**src/rtl/processor_pkg.sv**
```systemverilog
// Shared definitions for the pipeline: fetch FSM states, datapath widths,
// two-word instruction class and the boot-vector locations in instruction memory.
package processor_pkg;

  localparam int INSTR_W = 16;
  localparam int PC_W    = 32;

  localparam logic [2:0]      IMM_CLASS         = 3'b110;
  localparam logic [PC_W-1:0] RESET_VEC_HI_ADDR = 32'd0;
  localparam logic [PC_W-1:0] RESET_VEC_LO_ADDR = 32'd1;

  typedef enum logic [1:0] {
    BOOT_HI,
    BOOT_LO,
    RUN,
    IMM
  } fetch_state_t;

  function automatic logic is_two_word(input logic [INSTR_W-1:0] word,
                                       input logic [2:0] imm_class);
    return word[INSTR_W-1:INSTR_W-3] == imm_class;
  endfunction

endpackage

```
**src/rtl/pc_register.sv**
```systemverilog
// Program counter storage: loads load_val when load is high, clears on reset.
module pc_register
  import processor_pkg::*;
(
  input  logic            clk,
  input  logic            reset,
  input  logic            load,
  input  logic [PC_W-1:0] load_val,
  output logic [PC_W-1:0] pc
);

  logic [PC_W-1:0] pc_reg;

  always_ff @(posedge clk or negedge reset) begin
    if (!reset) begin
      pc_reg <= '0;
    end else if (load) begin
      pc_reg <= load_val;
    end
  end

  assign pc = pc_reg;

endmodule

```
**src/rtl/fetch_stage.sv**
```systemverilog
// Instruction fetch: boots the PC from memory words 0/1, then streams one- and
// two-word instructions into the fetch/decode register with stall and redirect.
module fetch_stage #(
  parameter int         ADDR_W    = 21,
  parameter logic [2:0] IMM_CLASS = processor_pkg::IMM_CLASS
) (
  input  logic                               clk,
  input  logic                               reset,
  output logic [ADDR_W-1:0]                  imem_addr,
  input  logic [processor_pkg::INSTR_W-1:0]  imem_data,
  input  logic                               stall,
  input  logic                               redirect,
  input  logic [processor_pkg::PC_W-1:0]     redirect_pc,
  output logic [processor_pkg::INSTR_W-1:0]  fd_instr,
  output logic [processor_pkg::INSTR_W-1:0]  fd_imm,
  output logic [processor_pkg::PC_W-1:0]     fd_pc,
  output logic                               fd_valid,
  output logic                               booting
);

  import processor_pkg::*;

  fetch_state_t       state_reg, state_next;
  logic [INSTR_W-1:0] held_instr_reg, held_instr_next;
  logic [INSTR_W-1:0] fd_instr_reg, fd_instr_next;
  logic [INSTR_W-1:0] fd_imm_reg, fd_imm_next;
  logic [PC_W-1:0]    fd_pc_reg, fd_pc_next;
  logic               fd_valid_reg, fd_valid_next;

  logic [PC_W-1:0] pc;
  logic [PC_W-1:0] pc_next;
  logic            pc_load;

  pc_register u_pc_register (
    .clk      (clk),
    .reset    (reset),
    .load     (pc_load),
    .load_val (pc_next),
    .pc       (pc)
  );

  always_comb begin
    state_next      = state_reg;
    held_instr_next = held_instr_reg;
    fd_instr_next   = fd_instr_reg;
    fd_imm_next     = fd_imm_reg;
    fd_pc_next      = fd_pc_reg;
    fd_valid_next   = fd_valid_reg;
    pc_load         = 1'b0;
    pc_next         = pc;
    imem_addr       = pc[ADDR_W-1:0];

    case (state_reg)
      BOOT_HI: begin
        imem_addr  = ADDR_W'(RESET_VEC_HI_ADDR);
        pc_load    = 1'b1;
        pc_next    = {imem_data, pc[15:0]};
        state_next = BOOT_LO;
      end
      BOOT_LO: begin
        imem_addr  = ADDR_W'(RESET_VEC_LO_ADDR);
        pc_load    = 1'b1;
        pc_next    = {pc[31:16], imem_data};
        state_next = RUN;
      end
      RUN, IMM: begin
        // A redirect wins over a stall raised in the same cycle.
        if (redirect) begin
          pc_load         = 1'b1;
          pc_next         = redirect_pc;
          state_next      = RUN;
          fd_valid_next   = 1'b0;
          held_instr_next = '0;
        end else if (!stall) begin
          pc_load = 1'b1;
          pc_next = pc + 32'd1;
          if (state_reg == RUN) begin
            if (is_two_word(imem_data, IMM_CLASS)) begin
              held_instr_next = imem_data;
              fd_valid_next   = 1'b0;
              state_next      = IMM;
            end else begin
              fd_instr_next = imem_data;
              fd_imm_next   = '0;
              fd_pc_next    = pc;
              fd_valid_next = 1'b1;
            end
          end else begin
            // PC already points past the opcode word, so the instruction starts at PC-1.
            fd_instr_next = held_instr_reg;
            fd_imm_next   = imem_data;
            fd_pc_next    = pc - 32'd1;
            fd_valid_next = 1'b1;
            state_next    = RUN;
          end
        end
      end
      default: state_next = BOOT_HI;
    endcase
  end

  always_ff @(posedge clk or negedge reset) begin
    if (!reset) begin
      state_reg      <= BOOT_HI;
      held_instr_reg <= '0;
      fd_instr_reg   <= '0;
      fd_imm_reg     <= '0;
      fd_pc_reg      <= '0;
      fd_valid_reg   <= 1'b0;
    end else begin
      state_reg      <= state_next;
      held_instr_reg <= held_instr_next;
      fd_instr_reg   <= fd_instr_next;
      fd_imm_reg     <= fd_imm_next;
      fd_pc_reg      <= fd_pc_next;
      fd_valid_reg   <= fd_valid_next;
    end
  end

  assign fd_instr = fd_instr_reg;
  assign fd_imm   = fd_imm_reg;
  assign fd_pc    = fd_pc_reg;
  assign fd_valid = fd_valid_reg;
  assign booting  = (state_reg == BOOT_HI) || (state_reg == BOOT_LO);

endmodule

```
**config.mk**
```make
export PLATFORM = sky130hd
export DESIGN_NAME = fetch_stage
export DESIGN_NICKNAME = d
export VERILOG_FILES = /design/src/rtl/processor_pkg.sv /design/src/rtl/pc_register.sv /design/src/rtl/fetch_stage.sv
export SDC_FILE = /design/constraint.sdc
export NUM_CORES = 1
export LEC_CHECK = 0
export BUFFER_PORTS_ARGS = -buffer_cell sky130_fd_sc_hd__buf_2
export CORE_UTILIZATION = 60
export CTS_BUF_LIST = sky130_fd_sc_hd__clkbuf_4
export CTS_CLUSTER_DIAMETER = 40
export DETAILED_ROUTE_END_ITERATION = 10
export GPL_ROUTABILITY_DRIVEN = 0
export HOLD_SLACK_MARGIN = 0.1
export PLACE_DENSITY = 0.91
export SETUP_SLACK_MARGIN = 0.2
export SYNTH_ARGS = -nofsm -noshare
export SYNTH_HDL_FRONTEND = slang
export SYNTH_SLANG_ARGS = --single-unit
```
**constraint.sdc**
```tcl
create_clock -name clk -period 5 [get_ports clk]
set_input_delay 0.25 -clock clk [delete_from_list [all_inputs] [get_ports clk]]
set_output_delay 0.25 -clock clk [all_outputs]
set_load 0.05 [all_outputs]
```
==> results.md <==
* Design area at 0.00776 mm²
* ANT cells at 0
* Final Max Slew Viols at 0
* EDFF count, synth at 0
* Crit-path max cell delay at 0.70 ns
* Area Growth Syn to Fin at 17.6%
* CP max-delay cell: o21a_1
* Setup Skew at 0.0137 ns
* Worst EP arrival at 3.44 ns
* DRC viols at 0
* Congestion Overflow GR at 0
* Hold Vio Cnt, Final at 0
* Post-synth top flop: dfrtp_1
* DRT iter0 DRCs at 833
* Seq cells post-synth at 115
* Routed length per instance at 18.4 µm
* Fin util at 73.8%
* Switching Power at roughly 1200 µW
* CTS resizes at 0
* CP startpoint: state_reg[0]$_DFFE_PN0P_
* Flop2flop setup slack at between 2 and 2.5 ns
* Yosys top cell by area: dfrtp_1
* Area after DPL at approximately 0.0071 mm²
* Share of layout cells above drive strength 1 at 20.8%
* Reg2Reg Depth at 7
* Most frequent CP cell: buf_4
* Most numerous cell in the Yosys netlist: nand2_1
* Clock Tree Root: clkbuf_4
* Placed Cells at 1006
* Crit path required time at between 5 and 6 ns
* Antenna Nets Post-Route at 0
* Slew HR at 17.6%
* # IOs at 139
* Mapped Area at 0.00660 mm²
* Max-cap violations at 0
* Top post-synthesis cells by area: dfrtp_1 44%, nand2_1 9.9%, nor2_1 3.4%
* HP Class: in2reg
* Layout net count at 979
* Initial Util at a little over three fifths
* Syn nets at 848
* Clk slew on worst S/H paths at around 0.12 ns
* Static Leak at 0.00354 µW
* Switching Share at 43.0%
* Clock buffer depth at 2
* Worst vdd ir at 0.000192 V
* Worst-path fanout max at 26
* CP endpoint: fd_pc[22]$_DFFE_PN0P_
* Yosys top cell area share at 43.6%
* Internal at 1530 µW
* Sequential share of power at 43.8%
* CTS tree: built
* CTS Buf Count at 17
* Via count at around 6800
* Setup crit start kind: flop
* Ys Warns at 0
* Gate power share at 31.9%
* Synthesized instance count at 794
* FP Rows at 37
* Drt pass-1 iters at 6
* Period minus WS final at 3.00 ns
* Outcome: complete, no violations
* Final non-filler cell total at 1074
* Final setup fails at 0
* First-pass GRT wire length at 31.6 mm
* Period utilisation layout at 60.0%
* CTS Sinks at 115
* Sequential area share after synthesis at 43.6%
* Clock Power Share at 24.3%
* Synth unique cells at 61
* # H-tree levels at 4
* Port bufs at 138
* Synth cell count leaders: 174 x nand2_1, 115 x dfrtp_1, 60 x nor2_1, 46 x clkbuf_1, 40 x o21ai_0
* RSZ-0062 raised after global routing: no
* Die Span Y at between 100 and 150 µm
* CP Class: reg2reg
* Post-detailed-route via-to-cell ratio at 6.37
* Syn avg cell area at 8.31 µm²
* PwrDens at 345 mW/mm²
* Detailed placement HPWL at 13.1 mm
* Die area at ~0.011 mm²
* Setup TNS at 0 ns
* Critical R2R Capture: fd_pc[22]$_DFFE_PN0P_
* Die Span X at 107 µm
* GRT Resource Usage Total at 36.2%
* Worst setup EP type: flop
* Crit-path cells: nand2b_1, buf_4, o21a_1, buf_4, nand2_1, mux2_2, o211ai_1
* Pin count of the biggest net entering global routing at 79
* Max Freq at between 300 and 400 MHz
* Core ar. at 0.0105 mm²
* Worst-skew pair later-pin latency at 0.52 ns
* Number of antenna violations at the first check in global routing at 0
* Post-synth ARST share at 100%
* RR Startpoint: state_reg[0]$_DFFE_PN0P_
* WL final at 19.8 mm
* Worst-margin pin slew at 1.23 ns
* Number of global-route vias before repair at 6312
## placed cells by master, fill, tap and decap left out, types with 3 or more instances in the layout
cell / count
a211oi_1: 10
buf_2: 137
clkbuf_4: 17
nand2b_1: 4
or2_2: 4
a21oi_1: 27
nand2_1: 174
nor3_1: 29
mux2_2: 3
o21ai_0: 40
o31ai_1: 5
nor2_1: 60
or4_1: 3
dlygate4sd3_1: 36
xnor2_1: 25
o22ai_1: 10
o211ai_1: 6
nand4_1: 18
o21ai_1: 3
and2_1: 19
and3_1: 3
mux2i_1: 8
xor2_1: 13
o21a_1: 4
clkinv_4: 4
inv_1: 14
or3_1: 5
a31oi_1: 27
nor2b_1: 3
dfrtp_1: 115
nand3_1: 37
buf_4: 9
inv_6: 4
nor4_1: 16
## power by group through the flow
stage / Combinational, µW / Clock (µW) / Sequential [µW]
CTS: 847 / 652 / 1170
global route: 910 / 695 / 1190
floorplan: 424 / 0 / 1380
detailed placement: 822 / 0 / 1180
finish: 855 / 650 / 1170
global placement: 808 / 0 / 1180
## per-stage QoR
| stage | power, µW | hold WS [ns] | worst slack [ns] |
|---|---|---|---|
| floorplan | 1800 | -0.0456 | 2.39 |
| global placement | 1990 | 0.452 | 2.18 |
| detailed placement | 2010 | 0.454 | 2.10 |
| CTS | 2670 | 0.109 | 2.08 |
| global route | 2790 | 0.110 | 1.77 |
| finish | 2680 | 0.122 | 2.00 |
## timing repair
item / 4_1_cts / 5_1_grt
hold endpoints to repair: 136 / 1
buffers inserted: 0 / 0
hold buffers: 35 / 1
## logic make-up (layout without fill, tap and decap cells)
| family | count (synthesis) | count (layout) | synth area share, % |
|---|---|---|---|
| buffers and inverters | 84 | 228 | 6.89 |
| DFF | 115 | 115 | 43.6 |
| xor gates and xnor gates | 38 | 38 | 5.05 |
| AOI/OAI and AO/OA | 158 | 158 | 15.0 |
| and+or+nand+nor | 386 | 386 | 27.3 |
| muxes | 11 | 11 | 1.73 |
| adders and majority gates | 2 | 2 | 0.379 |
## how the worst min path moves through the flow
stage	start	to	slack, ns	cells past startpoint
final	redirect_pc[26]	u_pc_register.pc[26]$_DFFE_PN0P_	0.12	3
after global placement	held_instr_reg[6]$_DFFE_PN0P_	held_instr_reg[6]$_DFFE_PN0P_	0.45	2
after CTS	redirect_pc[23]	u_pc_register.pc[23]$_DFFE_PN0P_	0.11	3
after global routing	redirect_pc[12]	u_pc_register.pc[12]$_DFFE_PN0P_	0.11	3
after floorplan	reset	fd_imm[0]$_DFFE_PN0P_	-0.05	0
after detailed placement	fd_imm[14]$_DFFE_PN0P_	fd_imm[14]$_DFFE_PN0P_	0.45	2
## worst max-delay path: cells and delay by family, from the launching register on
kind,cells,cell delay [ns]
AO/OA/AOI/OAI,2,0.79
buffers and inverters,2,0.76
flip-flops,1,0.55
AND/OR/NAND/NOR,2,0.55
multiplexers,1,0.27
## routing by layer
metal,routed length (µm),vias to the layer above,track usage [%]
met4,1190,0,23.1
li1,-,3026,-
met1,7350,3177,46.4
met5,0,-,0
met2,8820,526,54.3
met3,2390,115,9.79
## cell type report
type	count	area, µm²
Tap cell	136	170
Sequential cell	115	2880
Multi-Input combinational cell	595	3280
Inverter	14	52.6
Timing Repair Buffer	182	1110
Fill cell	754	2750
Clock inverter	15	133
Clock buffer	17	128
No activity file was read; power rests on OpenSTA's default activity.
